`config.mk`:
```
export PLATFORM = sky130hd
export DESIGN_NAME = ctrl_unit_seq
export DESIGN_NICKNAME = d
export VERILOG_FILES = /design/src/rtl/ctrl_unit_seq.sv
export SDC_FILE = /design/constraint.sdc
export NUM_CORES = 1
export LEC_CHECK = 0
export ABC_CLOCK_PERIOD_IN_PS = 1960
export CAP_MARGIN = 20
export CORE_MARGIN = 2
export CORE_UTILIZATION = 38
export CTS_CLUSTER_DIAMETER = 50
export DETAILED_ROUTE_END_ITERATION = 8
export PLACE_DENSITY = 0.78
export SLEW_MARGIN = 10
export SYNTH_ARGS = -nofsm -noshare
export SYNTH_HDL_FRONTEND = slang
export SYNTH_SLANG_ARGS = --single-unit
export TNS_END_PERCENT = 30
```
`constraint.sdc`:
```
create_clock -name clk -period 1.96 [get_ports clk]
set_input_delay 0.49 -clock clk [delete_from_list [all_inputs] [get_ports clk]]
set_output_delay 0.49 -clock clk [all_outputs]
set_load 0.1 [all_outputs]
```
`src/rtl/ctrl_unit_seq.sv`:
```
// Control sequencer for the 18-bit core: fetch/decode/execute/mem/write-back,
// interrupt entry with bounded nesting, and a per-transaction bus watchdog.
module ctrl_unit_seq #(
  parameter int unsigned TIMEOUT    = 16,
  parameter int unsigned NEST_DEPTH = 4,
  localparam int unsigned NW        = $clog2(NEST_DEPTH + 1)
) (
  input  logic          clk,
  input  logic          rst,
  input  logic          int_req_i,
  input  logic [6:0]    op_i,
  input  logic [2:0]    func_i,
  input  logic          inst_ack_i,
  input  logic          data_ack_i,
  input  logic          port_ack_i,
  output logic          inst_cyc_o,
  output logic          data_cyc_o,
  output logic          data_we_o,
  output logic          port_cyc_o,
  output logic          port_we_o,
  output logic          pc_en_o,
  output logic [1:0]    pc_op_o,
  output logic          push_o,
  output logic          pop_o,
  output logic          alu_en_o,
  output logic          reg_wr_o,
  output logic          int_ack_o,
  output logic          ie_o,
  output logic [NW-1:0] nest_o,
  output logic          bus_err_o,
  output logic [2:0]    state_o
);

  localparam int unsigned WW = $clog2(TIMEOUT + 1);

  typedef enum logic [2:0] {
    S_FETCH     = 3'd0,
    S_DECODE    = 3'd1,
    S_EXECUTE   = 3'd2,
    S_MEM       = 3'd3,
    S_WRITEBACK = 3'd4,
    S_INT       = 3'd5,
    S_ERROR     = 3'd6
  } state_t;

  state_t        r_state, w_next;
  logic          r_ie;
  logic [NW-1:0] r_nest;
  logic [WW-1:0] r_wd, w_wd_next;

  logic w_mem, w_alu, w_jump, w_branch, w_misc;
  logic w_ret, w_reti, w_enai, w_disi, w_halt;
  logic w_data_bus, w_port_bus, w_bus_ack, w_pend, w_timeout;

  assign w_mem    = (op_i[6:5] == 2'b10);
  assign w_alu    = ~op_i[6] | (op_i[6:4] == 3'b110) | (op_i[6:3] == 4'b1110);
  assign w_jump   = (op_i[6:2] == 5'b11110);
  assign w_branch = (op_i[6:1] == 6'b111110);
  assign w_misc   = (op_i == 7'b1111110);

  assign w_ret  = w_misc & (func_i == 3'b000);
  assign w_reti = w_misc & (func_i == 3'b001);
  assign w_enai = w_misc & (func_i == 3'b010);
  assign w_disi = w_misc & (func_i == 3'b011);
  assign w_halt = w_misc & (func_i[2:1] == 2'b10);

  assign w_data_bus = w_mem & ~func_i[1];
  assign w_port_bus = w_mem &  func_i[1];
  assign w_bus_ack  = w_data_bus ? data_ack_i : port_ack_i;

  assign w_pend    = int_req_i & r_ie & (r_nest < NW'(NEST_DEPTH));
  assign w_timeout = (r_wd == WW'(TIMEOUT - 1));

  assign ie_o    = r_ie;
  assign nest_o  = r_nest;
  assign state_o = r_state;

  always_ff @(posedge clk or negedge rst) begin
    if (!rst) begin
      r_state <= S_FETCH;
      r_wd    <= '0;
    end else begin
      r_state <= w_next;
      r_wd    <= w_wd_next;
    end
  end

  always_ff @(posedge clk or negedge rst) begin
    if (!rst) begin
      r_ie   <= 1'b0;
      r_nest <= '0;
    end else if (r_state == S_DECODE) begin
      if (w_enai | w_reti) r_ie <= 1'b1;
      if (w_disi)          r_ie <= 1'b0;
      if (w_reti && r_nest != '0) r_nest <= r_nest - NW'(1);
    end else if (r_state == S_INT) begin
      r_ie <= 1'b0;
      if (r_nest < NW'(NEST_DEPTH)) r_nest <= r_nest + NW'(1);
    end
  end

  always_comb begin
    w_next     = r_state;
    w_wd_next  = '0;
    inst_cyc_o = 1'b0;
    data_cyc_o = 1'b0;
    data_we_o  = 1'b0;
    port_cyc_o = 1'b0;
    port_we_o  = 1'b0;
    pc_en_o    = 1'b0;
    pc_op_o    = 2'b00;
    push_o     = 1'b0;
    pop_o      = 1'b0;
    alu_en_o   = 1'b0;
    reg_wr_o   = 1'b0;
    int_ack_o  = 1'b0;
    bus_err_o  = 1'b0;
    unique case (r_state)
      S_FETCH: begin
        inst_cyc_o = 1'b1;
        if (inst_ack_i)     w_next = S_DECODE;
        else if (w_timeout) w_next = S_ERROR;
        else                w_wd_next = r_wd + WW'(1);
      end
      S_DECODE: begin
        if (w_halt) begin
          // PC advances only on the wake-up cycle so the return address skips the halt
          if (w_pend) begin
            pc_en_o = 1'b1;
            w_next  = S_INT;
          end
        end else if (w_alu | w_mem) begin
          pc_en_o = 1'b1;
          w_next  = S_EXECUTE;
        end else begin
          pc_en_o = 1'b1;
          if (w_jump)               pc_op_o = 2'b01;
          else if (w_branch)        pc_op_o = 2'b11;
          else if (w_ret | w_reti)  pc_op_o = 2'b10;
          push_o = w_jump & func_i[0];
          pop_o  = w_ret | w_reti;
          // enai/reti change ie/nest at this edge; the new state is not sampled here
          w_next = (w_pend & ~(w_enai | w_reti)) ? S_INT : S_FETCH;
        end
      end
      S_EXECUTE, S_MEM: begin
        if (w_mem) begin
          data_cyc_o = w_data_bus;
          data_we_o  = w_data_bus & func_i[0];
          port_cyc_o = w_port_bus;
          port_we_o  = w_port_bus & func_i[0];
          if (w_bus_ack) begin
            if (func_i[0]) w_next = w_pend ? S_INT : S_FETCH;
            else           w_next = S_WRITEBACK;
          end else if (w_timeout) begin
            w_next = S_ERROR;
          end else begin
            w_next    = S_MEM;
            w_wd_next = r_wd + WW'(1);
          end
        end else begin
          alu_en_o = (r_state == S_EXECUTE);
          w_next   = S_WRITEBACK;
        end
      end
      S_WRITEBACK: begin
        reg_wr_o = 1'b1;
        w_next   = w_pend ? S_INT : S_FETCH;
      end
      S_INT: begin
        int_ack_o = 1'b1;
        push_o    = 1'b1;
        w_next    = S_FETCH;
      end
      S_ERROR: begin
        bus_err_o = 1'b1;
      end
      default: w_next = S_FETCH;
    endcase
  end

endmodule

```
==> results.txt <==
Slowest-stage cell, CP: dfrtp_4
crit start category: register
final core occ: 0.884
Die ar.: 2820 um^2
arrival time of the worst setup path: 1.65 ns
CP Buf/Inv Count: 1
design area: 1990 um^2
most common cell in the synthesized netlist: nor2_1
sequential-to-total area share from yosys stat: 0.328
Ports: 37
routed via count: 1231
CTS tree: done
Routed Antenna Nets: 0
RSZ-0062 raised after global routing: true
Max stage delay on crit path: 0.48 ns
Seq cells post-synth: 12
WHS Path Cells: 1
Pwr Density: 1130 nW/um^2
gr usage total: 0.320
min cycle time layout: 2.14 ns
Synth cell types: 45
router iterations before antenna repair: 4
DRC errors left: 0
Die Wd: 53.1 um
CP Capture Type: output port
fin nets: 201
f_max: 467 MHz
setup tns final: -1.35 ns
post-DP HPWL: 2.67 mm
Seq. cell area: 312 um^2
average cell area after synthesis: 8.17 um^2
Syn Nets: 130
global-route wire length before repair: 6.31 mm
Post-Synthesis Cells: 112
CP delay by family, top: simple AND/OR/NAND/NOR gates
Worst Tran Pin Value: 0.535 ns
max-cap viol count: 0
reg2reg path depth: 7
GPL Wtd Cong: 0.840
gr ovfl total: 0
TritonCTS buffer count: 3
fraction of layout cells with a size suffix above 1: 0.544
vias in the first global route: 1294
failing checks: negative setup slack
dpl cell area: 1860 um^2
worst-path fanout max: 3
most common flop cell mapped by yosys: dfrtp_1
setup violators final: 12
core footprint: 2250 um^2
Synth area leader: dfrtp_1
worst vdd ir: 0.00194 V
clk buf depth: 2
synthesized area: 915 um^2
critical path type: register to output port
period utilization: 1.09
Ys Warns: 0
largest net degree at the start of global routing: 13
die height: 53.1 um
diode count: 0
synth top area cells: dfrtp_1, nor2_1, nor3_1
max_slew headroom: 0.642
Hold Vio Cnt, Final: 0
worst skew pair latency: 0.29 ns
worst hold path type: register to register
worst path cell trace: nand2b_4, or3_4, nor3_4, buf_12
post-synth top area share: 0.328
top cells by count, synth: nor2_1, dfrtp_1, nand2_1, nor3_1, inv_1
status: complete, but fails checks
CTS root buffer: clkbuf_4
CTS clock-pin slew for the worst setup and hold paths: 0.06 ns
Pleak: 0.000863 uW
# rows: 17
area grow syn2layout: 118%
r2r setup slk: 0.08 ns
I/O Buffers: 36
area of the multi-input gates: 746 um^2
DR WL/cell: 19.9 um
ys async rst share: 1.00
EDFF count, synth: 0
initial antenna violation count: 0
stages on the worst setup path: 4
CTS H-tree lvls: 1
Fill cells: 91
drt via density: 5.86
final setup margin: -0.182 ns
Post-Route WL: 4.19 mm
initial core utilization: 0.406
clk_skew: 0.0130 ns
drt first-iter violations: 32
Max Slew Vio Count: 0
clk sinks: 12
required time worst endpoint: 1.47 ns
[what timing repair did]
| action | CTS | global route |
|---|---|---|
| hold buffers | 0 | 0 |
| endpoints found under the setup margin | 21 | 14 |
| gates cloned | 0 | 0 |
| setup buffers | 5 | 2 |
| pin swaps | 7 | 5 |
| resized for setup | 43 | 6 |
[registers in the layout (all words and copies together) (netlist names)]
signal,cells
state_o,3
nest_o,3
ie_o,1
r_wd,5
[report_power, final]
group	internal [uW]	total (uW)	leakage [uW]	switching (uW)
clock network	79.2	166	0.0000150	86.8
registers	305	365	0.000143	60.1
logic	647	1720	0.000704	1070
total	1030	2250	0.000863	1220
[cells by family after synthesis]
| family | count (synthesis) | synth area share |
|---|---|---|
| flip-flops | 12 | 0.328 |
| AND/OR/NAND/NOR | 60 | 0.361 |
| adder cells (fa/ha/maj) | 2 | 0.0356 |
| buffers and inverters | 11 | 0.0492 |
| AO/OA/AOI/OAI | 19 | 0.142 |
| multiplexers | 4 | 0.0451 |
| XOR/XNOR | 4 | 0.0383 |
[per-stage QoR]
| stage | setup WS (ns) | power (uW) | std cells | hold slack (ns) |
|---|---|---|---|---|
| after floorplan | -0.625 | 1340 | 112 | 0.194 |
| final | -0.182 | 2250 | 210 | 0.499 |
| after CTS | -0.183 | 2160 | 208 | 0.500 |
| after detailed placement | -0.591 | 1900 | 199 | 0.491 |
| after global routing | -0.235 | 2320 | 210 | 0.519 |
| after global placement | -0.553 | 1850 | 199 | 0.446 |
[path summary, 6_finish.rpt]
kind | from | end
min in group asynchronous | rst | r_wd[3]
max in group asynchronous | rst | state_o[1]
worst min-delay path | r_wd[0] | r_wd[0]
worst max-delay path | state_o[1] | pc_op_o[1]
worst max register to register | state_o[1] | nest_o[2]
worst min register to register | r_wd[0] | r_wd[0]
[per-layer routing]
layer  share of wire  global-route usage
met4           0.045               0.158
met5               0                   0
met3           0.077              0.0452
met2            0.53               0.617
met1            0.35               0.332
[worst register-to-register path, cell delays in order, from the launching register on]
cell,delay [ns]
dfrtp_4,0.48
nand2b_4,0.15
nand2b_2,0.27
fa_1,0.47
nor3_1,0.23
a21o_1,0.11
a21oi_1,0.06
nand2_1,0.07
[area by class of cell]
type,instances,area share
clock buffers,4,0.0132
multi-input cells,89,0.374
inverters,6,0.0132
flip-flops and latches,12,0.156
well taps,28,0.0176
repair buffers,71,0.426
[placed cells by master (no fill, tap or decap), drive strengths merged, types with 2 or more instances in the layout]
master,n
and3,2
nand2,9
inv,5
xnor2,2
o21ai,4
o311ai,2
and2,4
a31oi,2
mux2i,3
nand3,4
nor3b,3
nor3,9
dfrtp,12
nand2b,4
nand4,2
clkdlybuf4s50,6
xor2,2
buf,61
a21oi,2
nor2,13
clkbuf,6
Note: power is estimated with default switching activity, not from simulation.
